[src/rtl/ibex_prefetch_buffer_multi.sv]
// Instruction prefetch buffer with up to NumReqs fetches in flight and a
// FetchDepth-entry FIFO of {addr, rdata}. Branches flush the FIFO and mark
// every in-flight response for discard, so fetching restarts immediately.
module ibex_prefetch_buffer_multi #(
  parameter int unsigned NumReqs    = 2,
  parameter int unsigned FetchDepth = 3
) (
  input  logic        clk_i,
  input  logic        rst_i,
  input  logic        req_i,
  input  logic        branch_i,
  input  logic [31:0] addr_i,
  input  logic        ready_i,
  output logic        valid_o,
  output logic [31:0] rdata_o,
  output logic [31:0] addr_o,
  output logic        instr_req_o,
  input  logic        instr_gnt_i,
  output logic [31:0] instr_addr_o,
  input  logic [31:0] instr_rdata_i,
  input  logic        instr_rvalid_i,
  output logic        busy_o
);
  localparam int unsigned CW = $clog2(NumReqs + 1);
  localparam int unsigned PW = (FetchDepth > 1) ? $clog2(FetchDepth) : 1;
  localparam int unsigned FW = $clog2(FetchDepth + 1);

  typedef struct packed {
    logic [31:0] addr;
    logic [31:0] rdata;
  } entry_t;

  entry_t        fifo_q [FetchDepth];
  entry_t        fifo_d [FetchDepth];
  logic [PW-1:0] rd_ptr_q, rd_ptr_d, wr_ptr_q, wr_ptr_d;
  logic [FW-1:0] fifo_cnt_q, fifo_cnt_d;
  logic [CW-1:0] os_cnt_q, os_cnt_d, disc_cnt_q, disc_cnt_d;
  logic [31:0]   fetch_addr_q, fetch_addr_d, resp_addr_q, resp_addr_d;
  logic          req_pending_q, req_pending_d;
  logic [31:0]   os_w, live_w, fill_w, req_addr;
  logic          can_issue, req_int, gnt, rv, push, pop, head_valid;

  function automatic logic [PW-1:0] ptr_inc(input logic [PW-1:0] p);
    return (32'(p) == FetchDepth - 1) ? '0 : p + PW'(1);
  endfunction

  // Issue decision: a new request only if its response is guaranteed a FIFO slot
  always_comb begin
    head_valid = (fifo_cnt_q != '0);
    os_w       = 32'(os_cnt_q);
    live_w     = 32'(os_cnt_q) - 32'(disc_cnt_q);
    fill_w     = branch_i ? 32'd0 : 32'(fifo_cnt_q);
    can_issue  = req_i && (os_w < NumReqs) && (fill_w + live_w < FetchDepth);
    // A raised request is held until granted, even if req_i drops
    req_int    = !rst_i && (can_issue || req_pending_q);
    req_addr   = branch_i ? {addr_i[31:2], 2'b00} : fetch_addr_q;
    gnt        = req_int && instr_gnt_i;
    // An rvalid with nothing outstanding is a protocol error and is ignored
    rv         = instr_rvalid_i && (os_cnt_q != '0);
    push       = rv && !branch_i && (disc_cnt_q == '0);
    pop        = head_valid && ready_i;
  end

  // Next-state for counters, addresses and FIFO
  always_comb begin
    os_cnt_d      = os_cnt_q;
    disc_cnt_d    = disc_cnt_q;
    fetch_addr_d  = fetch_addr_q;
    resp_addr_d   = resp_addr_q;
    req_pending_d = req_int && !instr_gnt_i;
    fifo_d        = fifo_q;
    rd_ptr_d      = rd_ptr_q;
    wr_ptr_d      = wr_ptr_q;
    fifo_cnt_d    = fifo_cnt_q;

    if (gnt && !rv)      os_cnt_d = os_cnt_q + CW'(1);
    else if (!gnt && rv) os_cnt_d = os_cnt_q - CW'(1);

    // A pending-but-ungranted request follows the branch target
    if (branch_i) fetch_addr_d = req_addr;
    if (gnt)      fetch_addr_d = req_addr + 32'd4;

    // Everything in flight before the branch is dropped; a same-cycle grant is not
    if (branch_i)                     disc_cnt_d = os_cnt_q - CW'(rv);
    else if (rv && disc_cnt_q != '0)  disc_cnt_d = disc_cnt_q - CW'(1);

    // First word after a branch keeps the halfword address, later ones are word aligned
    if (branch_i)  resp_addr_d = addr_i;
    else if (push) resp_addr_d = {resp_addr_q[31:2], 2'b00} + 32'd4;

    if (branch_i) begin
      rd_ptr_d   = '0;
      wr_ptr_d   = '0;
      fifo_cnt_d = '0;
    end else begin
      if (push) begin
        fifo_d[wr_ptr_q] = {resp_addr_q, instr_rdata_i};
        wr_ptr_d         = ptr_inc(wr_ptr_q);
      end
      if (pop) rd_ptr_d = ptr_inc(rd_ptr_q);
      if (push && !pop)      fifo_cnt_d = fifo_cnt_q + FW'(1);
      else if (!push && pop) fifo_cnt_d = fifo_cnt_q - FW'(1);
    end
  end

  // State registers
  always_ff @(posedge clk_i or posedge rst_i) begin
    if (rst_i) begin
      os_cnt_q      <= '0;
      disc_cnt_q    <= '0;
      fetch_addr_q  <= '0;
      resp_addr_q   <= '0;
      req_pending_q <= 1'b0;
      rd_ptr_q      <= '0;
      wr_ptr_q      <= '0;
      fifo_cnt_q    <= '0;
      for (int unsigned i = 0; i < FetchDepth; i++) fifo_q[i] <= '0;
    end else begin
      os_cnt_q      <= os_cnt_d;
      disc_cnt_q    <= disc_cnt_d;
      fetch_addr_q  <= fetch_addr_d;
      resp_addr_q   <= resp_addr_d;
      req_pending_q <= req_pending_d;
      rd_ptr_q      <= rd_ptr_d;
      wr_ptr_q      <= wr_ptr_d;
      fifo_cnt_q    <= fifo_cnt_d;
      fifo_q        <= fifo_d;
    end
  end

  assign valid_o      = head_valid;
  assign rdata_o      = head_valid ? fifo_q[rd_ptr_q].rdata : '0;
  assign addr_o       = head_valid ? fifo_q[rd_ptr_q].addr  : '0;
  assign instr_req_o  = req_int;
  assign instr_addr_o = rst_i ? '0 : req_addr;
  assign busy_o       = (os_cnt_q != '0) || req_int;

  rvalid_needs_outstanding: assert property (
    @(posedge clk_i) disable iff (rst_i) instr_rvalid_i |-> (os_cnt_q != '0));

endmodule

[config.mk]
export PLATFORM = sky130hd
export DESIGN_NAME = ibex_prefetch_buffer_multi
export DESIGN_NICKNAME = d
export VERILOG_FILES = /design/src/rtl/ibex_prefetch_buffer_multi.sv
export SDC_FILE = /design/constraint.sdc
export NUM_CORES = 1
export LEC_CHECK = 0
export ABC_AREA = 0
export BUFFER_PORTS_ARGS = -buffer_cell sky130_fd_sc_hd__buf_2
export CAP_MARGIN = 5
export CORE_ASPECT_RATIO = 1.4
export CORE_MARGIN = 3
export CORE_UTILIZATION = 35
export DETAILED_ROUTE_END_ITERATION = 7
export PLACE_DENSITY = 0.61
export SLEW_MARGIN = 20
export SYNTH_ARGS = -nofsm -noshare
export SYNTH_HDL_FRONTEND = slang
export SYNTH_SLANG_ARGS = --single-unit
[constraint.sdc]
create_clock -name clk_i -period 19.9 [get_ports clk_i]
set_input_delay 0.995 -clock clk_i [delete_from_list [all_inputs] [get_ports clk_i]]
set_output_delay 0.995 -clock clk_i [all_outputs]
set_load 0.01 [all_outputs]
==> out/summary.md, run 1 <==
Detailed routing inserted a total of 9387 vias. The critical path is of the register to primary output type. The standard cell core area was 37700 um^2. The first TritonRoute pass finished after 4 iterations. In the final layout, the share of cells above drive strength 1 is 31.5%. Max-cap violations in this run came to 0.

The analysis attributes to net switching a power of 546 uW. Count of standard-cell rows: 84. The clock input transition at the sequential cells of the worst setup and hold paths is 0.06 ns. The first global-routing pass estimated 52900 um of wire. During placement, the flow inserted port buffers numbering 169. In this run, the clock network consumes 30.0% of the power. Data on the critical path arrives at its endpoint at 3.50 ns. Master cell of the clock root buffer: sky130_fd_sc_hd__clkbuf_16. The depth of the CTS H-tree is 1, and the instance count of the mapped netlist is 1222. The share of the Yosys chip area taken by registers is 49.7%. The clock drives 267 sinks. The synthesized design contains 0 enable-type register cells. In this run, CTS created clock tree buffers numbering 28. Number of failing hold endpoints at the final stage: 0. Overall power consumption after layout is estimated at 1710 uW.

The run finished with clean final reports. 170 I/O pins were placed. STA classifies the critical path endpoint as a primary output.

The total congestion overflow was 0. The number of gates resized after CTS was 0. After layout, the worst setup slack is 15.41 ns. Yosys printed 0 warnings. TritonCTS built the clock tree. Headroom to the max-slew limit came out at 31.3%. The logs give 14600 um^2 for the placed standard-cell area and 41.2% for the utilization after layout. The path class of the tightest hold or removal check is register to register.

Setup violations remaining at the end of the flow were counted as 0. A synthesized cell averages 11.0 um^2. The HPWL reported at the end of detailed placement is 21400 um, and the number of antenna repair diodes is 0. The die is 238 um tall.

Final design area excluding fillers: 15500 um^2. The via count of the first global-routing pass is 9707, and the portion of total power attributed to combinational logic is 27.3%. The net count reported at finish was 1434; the die extent in x was 172 um.

For the initial antenna violation count, the log shows 0. For this design the static power due to leakage is 0.00720 uW. The maximum vdd ir drop is 0.0639 mV. The tools report the number of buffers inserted for hold repair after clock tree synthesis as 0.

In this run, the number of DRC markers left after iteration 0 of detailed routing was 422. The synthesized net count is 1303, and the worst clock skew is 0.0104 ns. The routed design has 32600 um of wire.

The data required time of the worst path is 18.91 ns. The logs give 35.6% for the effective utilization at floorplan and 16.0% for the global-route usage over all layers. Clock latency on the worst-skew pair, taken at its later pin, is 0.55 ns. The number of max-slew violations in the final report is 0, and the post-synthesis instance area is 13400 um^2. In this run, synthesis produced a sequential element count of 267. The power density normalized to cell area was 110 nW/um^2; the post-placement worst setup slack was 15.45 ns. Of all flip-flops after synthesis, the portion carrying an async set or reset was 100%. Of the total power, the share spent switching nets is 31.9%. At the pin with the least slew margin, the transition time is 1.03 ns. The total negative slack for setup checks is 0 ns.

Of all nets on the critical path, the largest fanout is 5. The wire length per cell after detailed routing was 17.7 um. After detailed routing, the number of remaining DRC violations is 0. Share of the clock period used by the worst path: 22.6%. Number of buffers inserted to repair setup after CTS: 0. The placer's final routability congestion estimate came out at 0.814. Setup repair after global routing left no endpoint under its margin. The worst path in the final design needs a cycle of 4.49 ns, including I/O delays and setup. In this run the remaining antenna-violating nets after routing total 0. The layout overhead on the synthesized area is 15.6%, and the number of fillers in the final layout is 3622.

The sequential fraction of design power is 42.6%. The area of the die was 40800 um^2. Counting along the longest clock path gives a buffer depth of 3. Using the TritonRoute via totals, the vias-per-cell ratio works out to 5.09. Among all flip-flop cells after synthesis, the most frequent one is sky130_fd_sc_hd__dfrtp_1.

The run gives 85 as the pin count of the biggest net entering global routing. Internal power comes to 1160 uW. The netlist uses 57 different library cells.

The worst setup path is launched from a register. For this run, the top clock speed supported by timing is 222 MHz.
## cells in the final DEF, fill, tap and decap left out, types with 13 or more instances in the layout
cell type	n
sky130_fd_sc_hd__nor2_1	182
sky130_fd_sc_hd__mux2i_1	96
sky130_fd_sc_hd__mux2_1	13
sky130_fd_sc_hd__a21oi_1	79
sky130_fd_sc_hd__mux2_2	179
sky130_fd_sc_hd__clkbuf_16	29
sky130_fd_sc_hd__xnor2_1	38
sky130_fd_sc_hd__dfrtp_1	265
sky130_fd_sc_hd__nand4_1	22
sky130_fd_sc_hd__xor2_1	34
sky130_fd_sc_hd__o21ai_0	34
sky130_fd_sc_hd__nand3_1	15
sky130_fd_sc_hd__buf_2	168
sky130_fd_sc_hd__nand2_1	65
## power by group through the flow
stage / clock network [uW] / logic (uW) / registers, uW
final: 514 / 467 / 729
after global routing: 553 / 529 / 745
after CTS: 533 / 478 / 730
after detailed placement: 0 / 477 / 740
after global placement: 0 / 466 / 733
after floorplan: 0 / 351 / 718
## registers in the layout, indices dropped and copies added, names as in the netlist
| signal | flops |
|---|---|
| fifo_cnt_q | 2 |
| wr_ptr_q | 2 |
| resp_addr_q | 32 |
| fifo_q | 192 |
| disc_cnt_q | 2 |
| os_cnt_q | 2 |
| rd_ptr_q | 2 |
| req_pending_q | 1 |
| fetch_addr_q | 32 |
## critical path: stages (launching register included)
cell                       delay [ns]
sky130_fd_sc_hd__dfrtp_1         0.43
sky130_fd_sc_hd__inv_1           0.09
sky130_fd_sc_hd__ha_1            0.19
sky130_fd_sc_hd__inv_1           0.06
sky130_fd_sc_hd__fa_1            0.46
sky130_fd_sc_hd__fa_1            0.44
sky130_fd_sc_hd__and2b_2         0.21
sky130_fd_sc_hd__a211oi_1        0.32
sky130_fd_sc_hd__nor3_1          0.20
sky130_fd_sc_hd__or3_1           0.39
sky130_fd_sc_hd__buf_2           0.15
## layer usage
layer / share of wire (%) / global-route usage [%] / vias up
li1: - / - / 4485
met1: 44 / 21.0 / 4682
met2: 49 / 27.6 / 178
met3: 4.6 / 2.29 / 42
met4: 2.3 / 4.49 / 0
met5: 0 / 0 / -
## cells in the mapped netlist, types with 5 or more instances
| library cell | n | share of area [%] |
|---|---|---|
| sky130_fd_sc_hd__and4_1 | 6 | 0.39 |
| sky130_fd_sc_hd__nor2b_1 | 5 | 0.23 |
| sky130_fd_sc_hd__xor2_1 | 34 | 2.2 |
| sky130_fd_sc_hd__clkbuf_1 | 49 | 1.4 |
| sky130_fd_sc_hd__xnor2_1 | 38 | 2.5 |
| sky130_fd_sc_hd__buf_1 | 6 | 0.17 |
| sky130_fd_sc_hd__nand2_1 | 65 | 1.8 |
| sky130_fd_sc_hd__mux2i_1 | 96 | 7.1 |
| sky130_fd_sc_hd__nand3b_1 | 5 | 0.28 |
| sky130_fd_sc_hd__mux2_2 | 179 | 15 |
| sky130_fd_sc_hd__and2_1 | 10 | 0.47 |
| sky130_fd_sc_hd__ha_1 | 8 | 0.74 |
| sky130_fd_sc_hd__buf_2 | 19 | 0.71 |
| sky130_fd_sc_hd__nand3_1 | 16 | 0.60 |
| sky130_fd_sc_hd__mux2_1 | 13 | 1.1 |
| sky130_fd_sc_hd__nor3_1 | 11 | 0.41 |
| sky130_fd_sc_hd__nand4_1 | 22 | 1.0 |
| sky130_fd_sc_hd__o21ai_0 | 34 | 1.3 |
| sky130_fd_sc_hd__nand2b_1 | 7 | 0.33 |
| sky130_fd_sc_hd__nor2_1 | 183 | 5.1 |
| sky130_fd_sc_hd__nor4_1 | 5 | 0.23 |
| sky130_fd_sc_hd__inv_1 | 13 | 0.36 |
| sky130_fd_sc_hd__dfrtp_1 | 267 | 50 |
| sky130_fd_sc_hd__a21oi_1 | 79 | 2.9 |
## through the flow
stage / hold WS, ns / std cells
after floorplan: 0.450 / 1222
after global placement: 0.464 / 1796
after detailed placement: 0.474 / 1796
after CTS: 0.488 / 1843
after global routing: 0.497 / 1843
final: 0.479 / 1843
## area by class of cell
cell class	instances	area (um^2)	area share [%]
inverter	14	60.1	0.387
multi-input combinational	862	6370	41.0
clock inverter	10	93.8	0.604
sequential	267	6690	43.0
timing repair buffer	180	931	5.99
tap	473	592	3.81
clock buffer	37	796	5.12
## path summary, 6_finish.rpt
kind / to / from / cells past startpoint / slack [ns]
worst min register to register: fifo_q[51]$_DFFE_PP0P_ / fifo_q[51]$_DFFE_PP0P_ / 2 / 0.48
worst max register to register: fetch_addr_q[16]$_DFFE_PP0P_ / os_cnt_q[0]$_DFFE_PP0P_ / 11 / 16.35
max in group asynchronous: fifo_q[118]$_DFFE_PP0P_ / rst_i / 3 / 17.73
min in group asynchronous: resp_addr_q[12]$_DFFE_PP0P_ / rst_i / 2 / 0.81
worst max-delay path: busy_o / os_cnt_q[0]$_DFFE_PP0P_ / 10 / 15.41
worst min-delay path: fifo_q[51]$_DFFE_PP0P_ / fifo_q[51]$_DFFE_PP0P_ / 2 / 0.48
## cells by family after synthesis
logic type | Yosys count | synth area share [%]
XOR/XNOR | 72 | 4.69
flip-flops | 267 | 49.7
AO/OA/AOI/OAI | 126 | 5.07
buffers and inverters | 93 | 3.12
AND/OR/NAND/NOR | 365 | 13.0
adder cells (fa/ha/maj) | 10 | 1.04
multiplexers | 289 | 23.4
Power figures use the tool's default switching activity.
==> inputs of run 2 (changes only) <==
clock period = 4.7 ns   (was 19.9 ns; I/O delays follow)
==> run 2 against run 1 <==
First-iteration DRC count grew 13%; worst setup slack lost 14 ns; routed wire length grew 1.7%; register-to-register slack lost 15 ns; power grew to 4.3 times the previous value; largest cell class unchanged; sequential power grew to 4.2 times the previous value; critical path depth is the same; clock power grew to 4.4 times the previous value; sequential cell count is the same; clock skew shrank 0.00088 ns.
==> out/summary.md, run 2 (synthesis results as in run 1) <==
The run gives 43.2% (+2.0 points) as the utilization after layout. The run gives 0.00955 ns (-0.000883 ns) as the worst clock skew. For the placed standard-cell area, the log shows 14700 um^2 (+0.68%). The number of max-slew violations in the final report is 0 (unchanged), and the post-detailed-route count of antenna-violating nets is 0 (unchanged). Clock network latency to the later pin of the worst-skew pair: 0.54 ns (about the same). TritonCTS built the clock tree. Average vias per placed instance: 5.08 (-0.34%). The run gives 476 (+13%) as the number of violations reported at the end of detailed-routing iteration 0.

The net count reported at finish came out at 1496 (+4.3%). The count of port buffers added during placement is 169 (unchanged). The tree is rooted in a sky130_fd_sc_hd__clkbuf_16. The power density normalized to cell area was 453 nW/um^2 (+310%); the cell count of the worst reg-to-reg path was 11 (unchanged). The routed design could run at a clock period as short as 3.77 ns. The run gives 267 (unchanged) as the number of sinks handled by clock tree synthesis.

The share of post-route cells with drive strength above 1 is 30.7% (-0.80 points). The number of flip-flops under the largest register name is 192 (unchanged), and the pin slew with the least headroom to its limit is 1.03 ns (-0.00386 ns). The run gives 0 (unchanged) as the number of gates resized after CTS. The buffer levels on the longest clock path is 3 (unchanged). The tools report the worst endpoint data arrival time as 3.54 ns (+0.04 ns).

Static timing analysis puts the maximum clock frequency at 265 MHz. The critical path is of the register to primary output type. Y dimension of the die: 238 um (unchanged). Maximum vdd ir drop: 0.273 mV (+330%). The worst setup path is launched from a register.

The logs give 35.6% (unchanged) for the effective utilization at floorplan and 31.6% (+0.26 points) for the worst slew margin relative to its limit. The total vias in the final route was 9670 (+3.0%). In the layout the commonest cells are sky130_fd_sc_hd__dfrtp_1 (265), sky130_fd_sc_hd__mux2_2 (179), sky130_fd_sc_hd__nor2_1 (179), sky130_fd_sc_hd__buf_2 (168), sky130_fd_sc_hd__mux2i_1 (96).

The total negative slack for setup checks came out at 0 ns (unchanged). The logs give 4.47 ns (-14.44 ns) for the data required time of the worst path and 0 (unchanged) for the count of maximum capacitance violations. The run gives 1.29 ns (-15.06 ns) as the worst setup slack for register-to-register paths.

The standard cell core area was 37700 um^2 (unchanged); the die extent in x was 172 um (unchanged). The clock buffer count from CTS came out at 27 (-3.6%). The tools report the area of the die as 40800 um^2 (unchanged). In the final layout, the registers with the most flip-flops are fifo_q: 192 flops, fetch_addr_q: 32 flops, resp_addr_q: 32 flops. The run gives 0 (unchanged) as the number of antenna repair diodes. Maximum fanout count along the critical path: 5 (unchanged). Setup repair after global routing left no endpoint under its margin.

First-pass GRT wire length: 53800 um (+1.8%). The run finished with clean final reports. The final design area excluding fillers was 16300 um^2 (+4.8%). The tools report the endpoint kind of the worst setup timing path as a primary output. For the pin count of the biggest net entering global routing, the log shows 165 (+94%).

The HPWL reported at the end of detailed placement was 21800 um (+2.0%). For the count of standard-cell rows, the log shows 84 (unchanged). The library cell used most frequently in the layout, excluding fill and tap cells, is sky130_fd_sc_hd__dfrtp_1. Hold-critical path endpoint: fetch_addr_q[20]$_DFFE_PP0P_. In this run the critical register-to-register path is launched from os_cnt_q[0]$_DFFE_PP0P_. The run gives 1 (unchanged) as the depth of the CTS H-tree.

The startpoint identified for the worst hold timing path is addr_i[20]. The layout overhead on the synthesized area is 21.2%. The total routed wirelength is 33100 um (+1.7%), and the setup violation total in the final timing report is 0 (unchanged). The cell depth of the worst hold path is 3 (+1). The number of remaining DRC errors was 0 (unchanged); the clock input transition at the sequential cells of the worst setup and hold paths was 0.06 ns (about the same). The tools report the number of iterations in the first detailed-routing pass as 5 (+1).

The top register by number of flip-flops was fifo_q. The via count of the first global-routing pass was 10040 (+3.4%); the wire length per cell after detailed routing was 17.4 um (-1.6%). For the total congestion overflow, the log shows 0 (unchanged). The run gives 0.842 (+3.5%) as the placer's final routability congestion estimate. In this run the worst hold path is classified as input port to register. The endpoint identified for the worst register-to-register timing path is fetch_addr_q[16]$_DFFE_PP0P_. For the global-route usage over all layers, the log shows 16.2% (+0.19 points).

The share of the clock period used by the worst path came out at 80.3%. The tools report the I/O pin total as 170 (unchanged). For the total leakage power, the log shows 0.00749 uW (+4.0%).

The number of failing hold endpoints at the final stage is 0 (unchanged), and the initial antenna violation count is 0 (unchanged).
-- run 2: cell count changes in the layout (fill, tap and decap cells not counted), moves of 3 or more --
| cell | delta |
|---|---|
| sky130_fd_sc_hd__nor2_2 | +3 |
| sky130_fd_sc_hd__dlygate4sd3_1 | +62 |
| sky130_fd_sc_hd__buf_12 | +3 |
| sky130_fd_sc_hd__nor2_1 | -3 |
| sky130_fd_sc_hd__clkbuf_8 | +5 |
-- run 2: power breakdown --
part | total, uW | switching [uW] | internal [uW]
Combinational | 2040 | 1100 | 939
Clock | 2250 | 897 | 1350
Sequential | 3090 | 302 | 2790
Total | 7380 | 2300 | 5080
-- run 2: worst max-delay path by stage --
stage,to,from,cells past startpoint,slack (ns)
floorplan,os_cnt_q[1]$_DFFE_PP0P_,rst_i,8,-0.97
global placement,fetch_addr_q[16]$_DFFE_PP0P_,os_cnt_q[0]$_DFFE_PP0P_,11,1.39
detailed placement,fetch_addr_q[16]$_DFFE_PP0P_,os_cnt_q[0]$_DFFE_PP0P_,11,1.34
CTS,busy_o,os_cnt_q[0]$_DFFE_PP0P_,10,0.90
global route,busy_o,os_cnt_q[0]$_DFFE_PP0P_,10,0.73
finish,busy_o,os_cnt_q[0]$_DFFE_PP0P_,10,0.93
-- run 2: final cells by class --
cell class                 instances  area (um^2)
fill                            3578        21400
tap                              473          592
timing repair buffer             243         1600
inverter                          14         56.3
clock buffer                      40          815
clock inverter                     6          108
sequential                       267         6690
multi-input combinational        862         6430
-- run 2: metrics by stage --
| step | power (uW) | instances | hold slack, ns | setup slack, ns |
|---|---|---|---|---|
| 2_1_floorplan | 4540 | 1222 | 0.308 | -0.966 |
| 3_3_place_gp | 5100 | 1797 | 0.456 | 1.39 |
| 3_5_place_dp | 5180 | 1797 | 0.453 | 1.34 |
| 4_1_cts | 7500 | 1905 | 0.0103 | 0.900 |
| 5_1_grt | 7880 | 1905 | 0.0371 | 0.728 |
| 6_report | 7380 | 1905 | 0.0324 | 0.926 |
-- run 2: critical path, cell delays in order, from the launching register on --
cell                       delay [ns]
sky130_fd_sc_hd__dfrtp_1         0.43
sky130_fd_sc_hd__inv_1           0.10
sky130_fd_sc_hd__ha_1            0.20
sky130_fd_sc_hd__inv_1           0.06
sky130_fd_sc_hd__fa_1            0.45
sky130_fd_sc_hd__fa_1            0.45
sky130_fd_sc_hd__and2b_2         0.21
sky130_fd_sc_hd__a211oi_1        0.32
sky130_fd_sc_hd__nor3_1          0.19
sky130_fd_sc_hd__or3_1           0.40
sky130_fd_sc_hd__buf_2           0.16
-- run 2: routing by layer --
metal	share of wire, %	track usage [%]	up-vias	wire length [um]
met5	0	0	-	0
met4	2.1	4.12	0	680
met3	4.5	2.22	45	1490
met2	50	28.3	194	16400
met1	44	21.1	4818	14500
li1	-	-	4613	-
-- run 2: what timing repair did --
action | CTS | global route
hold endpoints to repair | 127 | 0
hold buffers | 62 | 0
setup buffers | 0 | 0
